$ cat src/rtl/sipo_pkg.sv
// Shared definitions for the sipo_deser serial receiver.
// Defining SIPO_PARITY_EN appends one even-parity bit to every frame.
package sipo_pkg;

  localparam logic [0:0] ST_IDLE  = 1'b0;
  localparam logic [0:0] ST_SHIFT = 1'b1;

`ifdef SIPO_PARITY_EN
  localparam int PAR_BITS = 1;
`else
  localparam int PAR_BITS = 0;
`endif

  // The counter never holds more than WIDTH, even with the parity bit appended.
  function automatic int cnt_w(input int width);
    return $clog2(width + 1);
  endfunction

endpackage

$ cat src/rtl/sipo_out_buf.sv
// One-entry word holding register for sipo_deser, with overrun detection.
// A completed word that cannot be stored is dropped and flagged, never overwrites.
module sipo_out_buf #(
  parameter int WIDTH = 2
) (
  input  logic             clk,
  input  logic             rst,
  input  logic             load,
  input  logic [WIDTH-1:0] word,
  input  logic             ready,
  input  logic             clear_err,
  output logic [WIDTH-1:0] data,
  output logic             valid,
  output logic             done,
  output logic             overrun
);

  // Handshake: a word transfers on any cycle with valid && ready. While valid is
  // high and ready low, data holds; valid falls after a transfer unless a new
  // word loads on that same edge.
  logic can_take;

  assign can_take = !valid || ready;

  always_ff @(posedge clk) begin
    if (rst) begin
      data    <= '0;
      valid   <= 1'b0;
      done    <= 1'b0;
      overrun <= 1'b0;
    end else begin
      done <= 1'b0;
      if (load && can_take) begin
        data  <= word;
        valid <= 1'b1;
        done  <= 1'b1;
      end else if (valid && ready) begin
        valid <= 1'b0;
      end
      if (load && !can_take) begin
        overrun <= 1'b1;
      end else if (clear_err) begin
        overrun <= 1'b0;
      end
    end
  end

  a_hold_stable: assert property (@(posedge clk) disable iff (rst)
    valid && !ready |=> $stable(data));

  a_done_valid: assert property (@(posedge clk) disable iff (rst)
    done |-> valid);

endmodule

$ cat src/rtl/sipo_deser.sv
// Serial-in/parallel-out receiver: packs strobed bits into WIDTH-bit words.
// Optional even-parity frame bit and parity_err output under SIPO_PARITY_EN.
module sipo_deser
  import sipo_pkg::*;
#(
  parameter int WIDTH     = 2,
  parameter bit LSB_FIRST = 1'b1
) (
  input  logic             clk,
  input  logic             rst,
  input  logic             in,
  input  logic             bit_valid,
  input  logic             frame_start,
  output logic [WIDTH-1:0] out,
  output logic             out_valid,
  input  logic             out_ready,
  output logic             sipo_done,
  output logic             overrun,
  input  logic             clear_err,
  output logic [0:0]       fsm_state
`ifdef SIPO_PARITY_EN
  ,
  output logic             parity_err
`endif
);

  localparam int CNT_W = cnt_w(WIDTH);
  localparam int FRAME = WIDTH + PAR_BITS;
  localparam logic [CNT_W-1:0] LAST_IDX  = CNT_W'(FRAME - 1);
  localparam logic [CNT_W-1:0] DATA_BITS = CNT_W'(WIDTH);

  logic [0:0]       state;
  logic [0:0]       state_next;
  logic [CNT_W-1:0] cnt;
  logic [CNT_W-1:0] cnt_base;
  logic [CNT_W-1:0] cnt_next;
  logic [WIDTH-1:0] sr;
  logic [WIDTH-1:0] sr_base;
  logic [WIDTH-1:0] sr_shifted;
  logic [WIDTH-1:0] sr_next;
  logic             data_bit;
  logic             frame_done;

  // frame_start realigns first, so a bit strobed with it starts the new word.
  always_comb begin
    cnt_base   = frame_start ? '0 : cnt;
    sr_base    = frame_start ? '0 : sr;
    data_bit   = bit_valid && (cnt_base < DATA_BITS);
    frame_done = bit_valid && (cnt_base == LAST_IDX);
    sr_next    = data_bit ? sr_shifted : sr_base;
    if (bit_valid) begin
      cnt_next = frame_done ? '0 : cnt_base + CNT_W'(1);
    end else begin
      cnt_next = cnt_base;
    end
    state_next = (cnt_next == '0) ? ST_IDLE : ST_SHIFT;
  end

  generate
    if (LSB_FIRST) begin : g_lsb
      assign sr_shifted = {in, sr_base[WIDTH-1:1]};
    end else begin : g_msb
      assign sr_shifted = {sr_base[WIDTH-2:0], in};
    end
  endgenerate

  always_ff @(posedge clk) begin
    if (rst) begin
      state <= ST_IDLE;
      cnt   <= '0;
      sr    <= '0;
    end else begin
      state <= state_next;
      cnt   <= cnt_next;
      sr    <= frame_done ? '0 : sr_next;
    end
  end

  assign fsm_state = state;

  sipo_out_buf #(
    .WIDTH(WIDTH)
  ) u_out_buf (
    .clk      (clk),
    .rst      (rst),
    .load     (frame_done),
    .word     (sr_next),
    .ready    (out_ready),
    .clear_err(clear_err),
    .data     (out),
    .valid    (out_valid),
    .done     (sipo_done),
    .overrun  (overrun)
  );

`ifdef SIPO_PARITY_EN
  // The parity bit is never shifted in; it is checked against the held data bits.
  logic par_bad;

  assign par_bad = frame_done && (in != ^sr_base);

  always_ff @(posedge clk) begin
    if (rst) begin
      parity_err <= 1'b0;
    end else if (par_bad) begin
      parity_err <= 1'b1;
    end else if (clear_err) begin
      parity_err <= 1'b0;
    end
  end
`endif

  a_state_cnt: assert property (@(posedge clk) disable iff (rst)
    (state == ST_IDLE) == (cnt == '0));

  a_cnt_range: assert property (@(posedge clk) disable iff (rst)
    cnt <= LAST_IDX);

endmodule
$ cat config.mk
export PLATFORM = sky130hd
export DESIGN_NAME = sipo_deser
export DESIGN_NICKNAME = d
export VERILOG_FILES = /design/src/rtl/sipo_pkg.sv /design/src/rtl/sipo_out_buf.sv /design/src/rtl/sipo_deser.sv
export SDC_FILE = /design/constraint.sdc
export NUM_CORES = 1
export LEC_CHECK = 0
export CELL_PAD_IN_SITES_DETAIL_PLACEMENT = 1
export CELL_PAD_IN_SITES_GLOBAL_PLACEMENT = 1
export CORE_AREA = 2 2 39 41
export CTS_BUF_LIST = sky130_fd_sc_hd__clkbuf_16
export DETAILED_ROUTE_END_ITERATION = 10
export DIE_AREA = 0 0 41 43
export PLACE_DENSITY_LB_ADDON = 0.05
export REMOVE_ABC_BUFFERS = 1
export SETUP_SLACK_MARGIN = 0.15
export SYNTH_ARGS = -nofsm -noshare
export SYNTH_HDL_FRONTEND = slang
export SYNTH_HIERARCHICAL = 1
export SYNTH_SLANG_ARGS = --single-unit
$ cat constraint.sdc
create_clock -name clk -period 2.2 [get_ports clk]
set_input_delay 0.55 -clock clk [delete_from_list [all_inputs] [get_ports clk]]
set_output_delay 0.55 -clock clk [all_outputs]
set_load 0.02 [all_outputs]
## Yosys cells after proc, flatten, opt, wreduce, memory -nomap -nowiden

Index checks and enable logic that the tools add are counted.

- Add/sub/neg operators: 1
- Order comparisons: 1
- Eq/ne operators: 1
- Muxes and demuxes: 11
- Reductions and logical operators: 12

Operator list:

| operator | count |
|---|---|
| 2-to-1 mux 2 bit | 5 |
| 2-to-1 mux 1 bit | 6 |
| logical AND 1 bit | 5 |
| nonzero test 2 bit | 2 |
| adder 2 x 1 -> 2 bit (second input constant) | 1 |
| equality test 2 x 1 -> 1 bit (second input constant) | 1 |
| logical NOT 1 bit | 2 |
| logical NOT 2 bit | 1 |
| less-than comparator 2 bit (second input constant) | 1 |
| OR reduction 2 bit | 1 |
| logical OR 1 bit | 1 |

- Register bits: 10
- Bits of input ports: 7
- Output and inout bits: 6

## Logic depth before layout (Yosys ltp)

Gate-level depths: netlist of run 1.

- Depth in word-level cells: 7
- Gate-level depth with buffers: 5

## Cells and area by module

The synthesis of run 1 kept the hierarchy.

By module, submodules not included:

| module | instances | cells each | area each (µm²) |
|---|---|---|---|
| sipo_deser | 1 | 23 | 226.5 |
| sipo_out_buf | 1 | 19 | 173.9 |

## Worst setup path before layout of run 1

OpenSTA, ideal clock, no wires.

- Path kind: in2reg
- Start point: in frame_start
- End point: reg u_out_buf.data[0]
- Arrival time: 1.104 ns
- Path slack: 0.978 ns
- Stages on the path: 5
- Path buffers: 0
- Cell sequence: nor2b_1 -> and2_4 -> inv_2 -> o21ai_1 -> a21oi_1

- Cells in the longest elaborated chain, start to end: 4
- Elaborated cells on any way between the ends: 8

RTL lines:

| item | RTL line | RTL |
|---|---|---|
| start: declaration | sipo_deser.sv:13 | `input logic frame_start,` |
| 2-to-1 mux 2 bit | sipo_deser.sv:46 | `cnt_base = frame_start ? '0 : cnt;` |
| equality test 2 x 1 -> 1 bit | sipo_deser.sv:49 | `frame_done = bit_valid && (cnt_base == LAST_IDX);` |
| logical AND 1 bit | sipo_deser.sv:49 |  |
| net frame_done | sipo_deser.sv:42 | `logic frame_done;` |
| logical AND 1 bit | sipo_out_buf.sv:33 | `if (load && can_take) begin` |
| end signal: assignment | sipo_out_buf.sv:34 | `data <= word;` |
| end: declaration | sipo_out_buf.sv:12 | `output logic [WIDTH-1:0] data,` |

The timed path passes the listed nets, and every way through them passes these cells.
A chain may end at the register's enable or synchronous reset.

## Worst setup path after layout of run 1

- Start point: reg u_out_buf.valid
- End point: out out_valid

RTL lines:

| item | RTL line | RTL |
|---|---|---|
| start: declaration | sipo_out_buf.sv:13 | `output logic valid,` |
| start signal: assignment | sipo_out_buf.sv:28 | `valid <= 1'b0;` |
| start signal: assignment | sipo_out_buf.sv:35 | `valid <= 1'b1;` |
| start signal: assignment | sipo_out_buf.sv:38 | `valid <= 1'b0;` |
| end: declaration | sipo_deser.sv:15 | `output logic out_valid,` |

No word-level cell between the ends.

==> out/qor.csv, run 1 <==
stage,metric,value,unit
critical_path,end_kind,output port,
critical_path,timing.critical_path.buf_inv,1,
pwr,power_density,893.2,nW/um^2
critical_path,worstPathArrival,1.19,ns
timing,fmax,576.3,MHz
placed_design,dpl_worst_slack,0.3114,ns
timing,fin_crit,1.735,ns
grt,grt_pass1_wl,1.580,mm
timing,setup_violations,0,
floorplanning,num_rows,14,
clocking,cts-buffers-inserted,3,
final_layout,drive_above_1_share,15.25,%
clocking,cts_tree,done,
route,vias,354,
route,antenna_left,0,
synth,synthDistinctLibCells,21,
grt,antenna_found_initial,0,
timing,final_hold_viol_count,0,
timing,tightest_slew,0.3056,ns
final_layout,syn_to_final_growth,56.56,%
synth,synthFlopType,dfxtp_1,
synth,synth_edf_count,0,
pwr,peakVddDrop,508.8,uV
synth,netlist_area,400.4,sq um
clocking,ctsResizeCount,0,
synth,seq_area_frac_synth,50.00,%
synth,yosysWarnings,6,
floorplanning,fp.dieArea,1763,sq um
grt,overflow,0,
pwr,internal_power,0.4484,mW
clocking,cts_max_level,1,
clocking,hold_buffers,0,
pwr,cellLeakagePower,0.2180,nW
placed_design,gp_congestion,0.6786,
timing,slew_violations,0,
placed_design,portBuffers,12,
placed_design,dp_hpwl,794.5,microns
floorplanning,core_area,1384,sq um
route,wl,976,microns
pwr,pwr-share-clk,58.4,%
timing,rsz0062_at_grt,no,
clocking,clock_path_buffers,2,
route,drt_first_iter_violations,6,
clocking,post-cts-setup-buffers,0,
timing,period_share,78.87,%
synth,async_reset_ff_share,0,%
final_layout,fin_nets,67,
pwr,swShare,19.92,%
route,routed_wire_length_per_instance,13.01,microns
pwr,p_sw,0.1115,mW
timing,setup_ws,0.4649,ns
critical_path,crit_type,flop to output port,
route,first_pass_iters,4,
critical_path,slowest_stage,clkdlybuf4s50_1,
timing,clock_skew,0.0005368,ns
run_status,status,"finished, final reports clean",
grt,grt_util_all_layers,14.30,%
clocking,root_buffer,clkbuf_16,
clocking,clk_pin_slew,0.04,ns
floorplanning,start_util,28.93,%
route,vias_per_cell,4.720,
grt,grt_max_degree,10,
synth,ys_seq_elements,10,
synth,netlist_instances,42,
clocking,clock-sinks,10,
floorplanning,die_x,41,microns
critical_path,required,1.65,ns
run,max_cap_violations,0,
route,drc,0,
critical_path,path_cells,clkdlybuf4s50_1,
timing,maxSlewHeadroom,79.58,%
floorplanning,pin_count,13,
pwr,comb_power_share,7.6,%
synth,syn-mean-instance-area,9.533,sq um
critical_path,max_stage_delay,0.61,ns
critical_path,start_kind,flop,
timing,fin_tns_setup,0,ns
grt,grt_pass1_vias,352,
critical_path,crit_family,buffers and inverters,
pwr,pwr-share-seq,34.0,%
critical_path,crit_fanout,3,
floorplanning,die_height,43,microns
hold_path,hp-class,flop to flop,
final_layout,n_antenna_cell,0,
clocking,clock_latency,0.24,ns
## power groups by stage
stage	logic, mW	registers, mW	clock network, mW
after floorplan	0.0134	0.196	0
after global placement	0.0414	0.193	0
after detailed placement	0.0427	0.194	0
after CTS	0.0428	0.191	0.334
after global routing	0.0462	0.191	0.347
final	0.0423	0.190	0.327
## logic make-up after synthesis
group | share of synthesized area [%]
xor gates and xnor gates | 2.188
and+or+nand+nor | 24.69
buffers and inverters | 1.873
AOI/OAI and AO/OA | 21.25
DFF | 50.00
## stage by stage
stage / instance area, sq um / instances / hold WS, ns / total power [mW] / util, %
detailed placement: 548.0 / 71 / 0.4859 / 0.2362 / 39.60
finish: 626.9 / 75 / 0.4884 / 0.5599 / 45.30
floorplan: 400.4 / 42 / 0.4431 / 0.2096 / -
global placement: 548.0 / 71 / 0.4733 / 0.2346 / 39.60
global route: 626.9 / 75 / 0.5069 / 0.5838 / 45.30
CTS: 626.9 / 75 / 0.4888 / 0.5677 / 45.30
## area by class of cell
cell class | count | area (sq um)
flip-flops and latches | 10 | 200.2
clock inverters | 1 | 3.754
clock buffers | 3 | 75.07
repair buffers | 13 | 127.6
multi-input cells | 30 | 192.7
inverters | 2 | 7.507
fillers | 160 | 757.0
well taps | 16 | 20.02
## cells in the final DEF, fill, tap and decap left out
| cell | instances |
|---|---|
| clkbuf_16 | 3 |
| clkdlybuf4s50_1 | 12 |
| a211oi_1 | 1 |
| nor3_1 | 1 |
| nand3b_1 | 2 |
| clkinv_1 | 1 |
| o21bai_1 | 1 |
| xnor2_1 | 1 |
| o211ai_1 | 1 |
| nor2_1 | 2 |
| inv_2 | 1 |
| buf_4 | 1 |
| nand2b_1 | 2 |
| a2111oi_2 | 1 |
| a211oi_2 | 1 |
| nor2b_1 | 2 |
| and2_4 | 1 |
| dfxtp_1 | 10 |
| inv_1 | 1 |
| nand3_1 | 2 |
| a21oi_1 | 5 |
| and2b_1 | 1 |
| nor2b_2 | 1 |
| nand2_1 | 3 |
| o21ai_1 | 2 |
## flip-flops by register name, indices dropped and copies added (netlist names)
register,cells
sr,2
cnt,2
u_out_buf/done,1
u_out_buf/data,2
u_out_buf/overrun,1
fsm_state,1
u_out_buf/valid,1
## worst paths after layout
| kind | startpoint | end | slack, ns | cells after the start |
|---|---|---|---|---|
| worst min-delay path | u_out_buf/data[1] | u_out_buf/data[1] | 0.49 | 2 |
| worst max-delay path | u_out_buf/valid | out_valid | 0.46 | 1 |
| worst min register to register | u_out_buf/data[1] | u_out_buf/data[1] | 0.49 | 2 |
| worst max register to register | cnt[0] | u_out_buf/data[1] | 1.07 | 5 |
## metal layers
metal | routed length [microns] | global-route usage, % | vias up
li1 | - | - | 180
met4 | 28 | 12.00 | 0
met3 | 36 | 4.712 | 2
met1 | 440 | 17.53 | 165
met5 | 0 | 0 | -
met2 | 471 | 19.06 | 7
## synthesized netlist by cell type, types with 2 or more instances
library cell / count / area share (%)
dfxtp_1: 10 / 50
a21oi_1: 5 / 6.2
nand2_1: 3 / 2.8
nand2b_1: 2 / 3.1
nand3_1: 2 / 2.5
nand3b_1: 2 / 3.7
nor2_1: 2 / 1.9
nor2b_1: 2 / 3.1
o21ai_1: 2 / 2.5
No activity file was read; power rests on OpenSTA's default activity.
==> run 2, diff against run 1 <==
- CORE_AREA: 2 2 39 41 -> not set
- CORE_UTILIZATION: not set -> 30
- DIE_AREA: 0 0 41 43 -> not set
- clock period: 2.2 -> 1.6 ns (I/O delays scaled with it)
==> run 2 against run 1 <==
Core utilization increased by 9.3 points. Combinational power grew 51%. Die area down 16%. Clock skew up 0.0044 ns. Power up 37%. Non-clock buffer count rose by 3. Final cell count grew 1.3%. Routed wire length grew 6.6%. Clock power is 35% higher. Worst setup slack got worse by 0.25 ns.
==> out/qor.csv, run 2 (same netlist as run 1, synthesis figures left out) <==
stage,metric,value,unit,change
critical_path,timing.rr.end,u_out_buf/data[1],,
run_status,status,"finished, final reports clean",,
hold_path,hold_depth,2,,unchanged
placed_design,gp_congestion,0.7662,,+13%
route,drt_first_iter_violations,6,,unchanged
timing,clock_skew,0.004887,ns,+0.004350 ns
route,vias_per_cell,4.842,,+2.6%
route,routed_wire_length_per_instance,13.68,microns,+5.2%
timing,maxSlewHeadroom,79.08,%,-0.51 points
timing,final_hold_viol_count,0,,unchanged
pwr,power_density,1200,nW/um^2,+34%
grt,overflow,0,,unchanged
critical_path,path_cells,clkdlybuf4s50_1 > and2b_1 > and2_4 > inv_2 > o21ai_1 > a21oi_1,,
floorplanning,num_rows,12,,-2
floorplanning,fp.dieArea,1485,sq um,-16%
final_layout,drive_above_1_share,19.35,%,+4.1 points
pwr,pwr-share-clk,57.6,%,-0.8 points
critical_path,end_kind,flop,,
critical_path,reg2reg_from,cnt[0],,
route,antenna_left,0,,unchanged
floorplanning,die_height,38.53,microns,-10%
placed_design,place_area,568.0,sq um,+3.7%
timing,fin_crit,1.381,ns,
pwr,cellLeakagePower,0.2598,nW,+19%
route,first_pass_iters,4,,unchanged
final_layout,layout_common_cells,"dfxtp_1, clkdlybuf4s50_1, dlygate4sd2_1, a21oi_1, buf_4",,
floorplanning,die_x,38.53,microns,-6.0%
hold_path,worstHoldStart,u_out_buf/data[0],,
clocking,root_buffer,clkbuf_16,,
timing,fmax,724.4,MHz,
clocking,clock_path_buffers,2,,unchanged
critical_path,crit_fanout,5,,+2
clocking,hold_buffers,0,,unchanged
critical_path,crit_family,buffers and inverters,,
critical_path,r2r_cells,5,,unchanged
grt,grt_util_all_layers,17.11,%,+2.8 points
timing,hold_ws,0.4820,ns,-0.006411 ns
timing,slew_violations,0,,unchanged
grt,grt_pass1_vias,370,,+5.1%
critical_path,start_kind,primary input,,
pwr,comb_power_share,8.3,%,+0.7 points
final_layout,final_cell_count_no_fill,76,,+1.3%
route,drc,0,,unchanged
clocking,clock-sinks,10,,unchanged
clocking,cts_tree,done,,
final_layout,fin_nets,70,,+4.5%
final_layout,reg_top3,"cnt: 2 flops, sr: 2 flops, u_out_buf/data: 2 flops",,
pwr,p_total,0.7670,mW,+37%
clocking,clock_latency,0.24,ns,about the same
critical_path,timing.critical_path.buf_inv,2,,+1
final_layout,n_fill_cell,130,,-19%
run,max_cap_violations,0,,unchanged
critical_path,max_stage_delay,0.47,ns,-0.14 ns
floorplanning,start_util,34.19,%,+5.3 points
placed_design,dp_hpwl,774.5,microns,-2.5%
pwr,p_sw,0.1490,mW,+34%
timing,period_share,86.28,%,
critical_path,slowest_stage,clkdlybuf4s50_1,,
critical_path,required,1.72,ns,+0.07 ns
grt,antenna_found_initial,0,,unchanged
clocking,clk_pin_slew,0.04,ns,about the same
route,vias,368,,+4.0%
timing,tightest_slew,0.3132,ns,+0.007599 ns
pwr,swShare,19.43,%,-0.49 points
timing,setup_violations,0,,unchanged
route,wl,1.040,mm,+6.6%
hold_path,min_delay_worst_endpoint,u_out_buf/data[0],,
final_layout,design_area,639.4,sq um,+2.0%
placed_design,portBuffers,12,,unchanged
pwr,internal_power,0.6180,mW,+38%
floorplanning,core_area,1171,sq um,-15%
final_layout,syn_to_final_growth,59.69,%,
critical_path,r2r_setup_slack,0.47,ns,-0.60 ns
final_layout,n_antenna_cell,0,,unchanged
timing,rsz0062_at_grt,no,,
pwr,pwr-share-seq,34.1,%,about the same
hold_path,hp-class,flop to flop,,
pwr,peakVddDrop,957.0,uV,+88%
grt,grt_max_degree,10,,unchanged
clocking,cts-buffers-inserted,3,,unchanged
placed_design,dp.cells,72,,+1.4%
critical_path,worstPathArrival,1.50,ns,+0.31 ns
critical_path,crit_type,primary input to flop,,
floorplanning,pin_count,13,,unchanged
clocking,cts_max_level,1,,unchanged
final_layout,final_common_cell,dfxtp_1,,
final_layout,final_util,54.59,%,+9.3 points
grt,grt_pass1_wl,1.635,mm,+3.5%
-- run 2: cell types whose count changed in the layout (fill, tap and decap cells not counted) --
cell,before,now
clkdlybuf4s50_1,12,6
dlygate4sd2_1,0,6
buf_4,1,4
-- run 2: how the worst max path moves through the flow --
stage | endpoint | start | cells after the start
6_report | u_out_buf/data[1] | bit_valid | 6
4_1_cts | u_out_buf/data[1] | bit_valid | 6
2_1_floorplan | u_out_buf/data[0] | frame_start | 5
3_5_place_dp | u_out_buf/data[1] | bit_valid | 6
5_1_grt | u_out_buf/data[0] | bit_valid | 6
3_3_place_gp | u_out_buf/data[1] | bit_valid | 6
-- run 2: per-layer routing --
layer  vias to the layer above  global-route usage (%)  wire [microns]
met3                         0                   8.721              52
met2                         8                   28.75             524
met1                       170                   19.50             463
li1                        190                       -               -
met5                         -                       0               0
met4                         0                   2.586               0
-- run 2: power by group through the flow --
stage	clock network, mW	logic [mW]	registers (mW)
after floorplan	0	0.0185	0.270
after global placement	0	0.0622	0.266
after detailed placement	0	0.0650	0.266
after CTS	0.448	0.0641	0.262
after global routing	0.459	0.0683	0.262
final	0.442	0.0637	0.262
-- run 2: cell type report --
class,instances,area [sq um],area share (%)
sequential,10,200.2,31.31
multi-input combinational,30,192.7,30.14
timing repair buffer,16,142.6,22.31
clock buffer,3,75.07,11.74
tap,14,17.52,2.740
inverter,2,7.507,1.174
clock inverter,1,3.754,0.5871
-- run 2: what timing repair did --
item | 4_1_cts | 5_1_grt
endpoints found under the setup margin | 6 | 0
gates resized for setup | 6 | 0
buffers inserted | 0 | 0
-- run 2: worst min-delay path, stage by stage, from the launching register on --
cell	delay (ns)
dfxtp_1	0.30
o21ai_1	0.06
a21oi_1	0.06
-- run 2: through the flow --
step                       TNS [ns]  setup WS [ns]
after CTS                         0         0.2330
after detailed placement  -0.004024      -0.004024
after global routing              0         0.1601
after floorplan                   0         0.5284
final                             0         0.2195
after global placement            0        0.02214
==> run 3, diff against run 2 <==
- CAP_MARGIN: not set -> 20
- CORE_UTILIZATION: 30 -> 27
- CTS_CLUSTER_DIAMETER: not set -> 50
- clock period: 1.6 -> 1.2 ns (I/O delays scaled with it)
==> run 3 against run 2 <==
Via count is 5.2% higher. Combinational power increased by 51%. Die area grew 11%. Register-to-register slack got worse by 0.38 ns. Non-clock buffer count up 3. Clock power rose by 29%. Sequential power increased by 34%. Largest cell class is now multi-input combinational cells.
==> out/qor.csv, run 3 (same netlist as run 1, synthesis figures left out) <==
stage,metric,value,unit,change
run_status,status,"finished, final reports clean",,
clocking,root_buffer,clkbuf_16,,
critical_path,r2r_setup_slack,0.09,ns,-0.38 ns
clocking,clock_path_buffers,2,,unchanged
hold_path,hold_depth,2,,unchanged
timing,period_share,92.79,%,
floorplanning,die_height,40.51,microns,+5.1%
route,drt_first_iter_violations,2,,-4
pwr,comb_power_share,9.5,%,+1.2 points
floorplanning,fp.dieArea,1641,sq um,+11%
route,routed_wire_length_per_instance,14.57,microns,+6.5%
pwr,power_density,1463,nW/um^2,+22%
critical_path,r2r_cells,5,,unchanged
route,drc,0,,unchanged
critical_path,required,1.32,ns,-0.40 ns
pwr,pwr-share-seq,34.6,%,+0.5 points
floorplanning,start_util,30.02,%,-4.2 points
final_layout,layout_common_cells,"dfxtp_1, buf_4, buf_2",,
final_layout,reg_top3,"cnt: 2 flops, sr: 2 flops, u_out_buf/data: 2 flops",,
clocking,clock-sinks,10,,unchanged
final_layout,n_antenna_cell,0,,unchanged
final_layout,syn_to_final_growth,73.44,%,
route,first_pass_iters,2,,-2
timing,maxSlewHeadroom,82.79,%,+3.7 points
critical_path,end_kind,flop,,
clocking,cts_max_level,1,,unchanged
timing,setup_violations,0,,unchanged
clocking,hold_buffers,0,,unchanged
placed_design,gp_congestion,0.7660,,about the same
route,wl,1.151,mm,+11%
timing,clock_skew,0.001776,ns,-0.003111 ns
critical_path,timing.critical_path.buf_inv,1,,-1
pwr,internal_power,0.8245,mW,+33%
timing,tightest_slew,0.2582,ns,-0.05503 ns
final_layout,n_fill_cell,158,,+22%
grt,grt_util_all_layers,17.01,%,-0.099 points
pwr,cellLeakagePower,0.2716,nW,+4.6%
critical_path,worst-path-stages,5,,-1
grt,grt_pass1_wl,1.731,mm,+5.9%
critical_path,reg2reg_from,cnt[1],,
timing,slew_violations,0,,unchanged
pwr,pwr-share-clk,55.9,%,-1.7 points
floorplanning,pin_count,13,,unchanged
critical_path,crit_family,simple AND/OR/NAND/NOR gates,,
floorplanning,core_area,1334,sq um,+14%
floorplanning,die_x,40.51,microns,+5.1%
route,vias_per_cell,4.899,,+1.2%
final_layout,fin_nets,73,,+4.3%
timing,fmax,898.1,MHz,
critical_path,path_cells,and2b_2 > and2_4 > inv_4 > o21ai_2 > a21oi_2,,
clocking,clk_pin_slew,0.04,ns,about the same
grt,grt_pass1_vias,369,,-0.27%
critical_path,slowest_stage,dfxtp_2,,
clocking,clock_latency,0.23,ns,about the same
grt,grt_max_degree,10,,unchanged
critical_path,crit_type,flop to flop,,
hold_path,hp-class,primary input to flop,,
placed_design,dp_hpwl,757,microns,-2.3%
critical_path,timing.rr.end,u_out_buf/data[0],,
run,max_cap_violations,0,,unchanged
grt,antenna_found_initial,0,,unchanged
timing,rsz0062_at_grt,yes,,
timing,fin_crit,1.114,ns,
critical_path,worstPathArrival,1.23,ns,-0.27 ns
critical_path,crit_fanout,5,,unchanged
final_layout,final_util,52.06,%,-2.5 points
clocking,cts_tree,done,,
critical_path,start_kind,flop,,
placed_design,portBuffers,12,,unchanged
pwr,p_sw,0.1914,mW,+28%
route,antenna_left,0,,unchanged
route,vias,387,,+5.2%
hold_path,min_delay_worst_endpoint,cnt[1],,
grt,overflow,0,,unchanged
pwr,peakVddDrop,694.2,uV,-27%
timing,final_hold_viol_count,0,,unchanged
critical_path,max_stage_delay,0.32,ns,-0.15 ns
final_layout,final_common_cell,dfxtp_1,,
hold_path,worstHoldStart,rst,,
pwr,swShare,18.84,%,-0.59 points
pwr,p_total,1.016,mW,+32%
final_layout,drive_above_1_share,46.88,%,+28 points
floorplanning,num_rows,13,,+1
clocking,cts-buffers-inserted,3,,unchanged
## run 3: worst max path at each step
stage / start / end / slack, ns
after CTS: cnt[1] / u_out_buf/data[1] / 0.11
after detailed placement: bit_valid / u_out_buf/data[1] / -0.31
after floorplan: cnt[0] / u_out_buf/data[0] / 0.17
after global placement: bit_valid / u_out_buf/data[1] / -0.26
after global routing: cnt[1] / u_out_buf/data[0] / 0.03
final: cnt[1] / u_out_buf/data[0] / 0.09
## run 3: final cells by class
cell class / instances / area [sq um] / share of cell area (%)
Multi-Input combinational cell: 30 / 236.5 / 34.05
Sequential cell: 10 / 202.7 / 29.19
Timing Repair Buffer: 19 / 151.4 / 21.80
Clock buffer: 3 / 75.07 / 10.81
Tap cell: 15 / 18.77 / 2.703
Inverter: 2 / 10.01 / 1.441
## run 3: routing by layer
metal / global-route usage [%] / vias to the layer above / share of wire (%) / routed length (microns)
li1: - / 194 / - / -
met1: 19.00 / 184 / 43 / 494
met2: 28.17 / 9 / 53 / 613
met3: 6.667 / 0 / 3.8 / 44
met4: 7.500 / 0 / 0 / 0
met5: 0 / - / 0 / 0
## run 3: what timing repair did
item                                    4_1_cts  5_1_grt
cloned                                        0        0
hold endpoints to repair                      0        0
endpoints found under the setup margin       16        8
resized for setup                            37        6
setup buffers                                 1        0
pin swaps                                     9        4
## run 3: through the flow
stage,TNS (ns),hold WS (ns),setup WS [ns],instance area [sq um],cells
floorplan,0,0.3646,0.1673,400.4,42
global placement,-1.763,0.4682,-0.2639,584.3,75
detailed placement,-2.206,0.4854,-0.3066,584.3,75
CTS,0,0.4330,0.1136,676.9,79
global route,0,0.4465,0.02825,694.4,79
finish,0,0.4250,0.08649,694.4,79
## run 3: power by group through the flow
stage	logic [mW]	registers, mW	clock network [mW]
after floorplan	0.0246	0.360	0
final	0.0964	0.351	0.568
after global routing	0.104	0.352	0.604
after global placement	0.0844	0.354	0
after detailed placement	0.0876	0.354	0
after CTS	0.0941	0.351	0.582
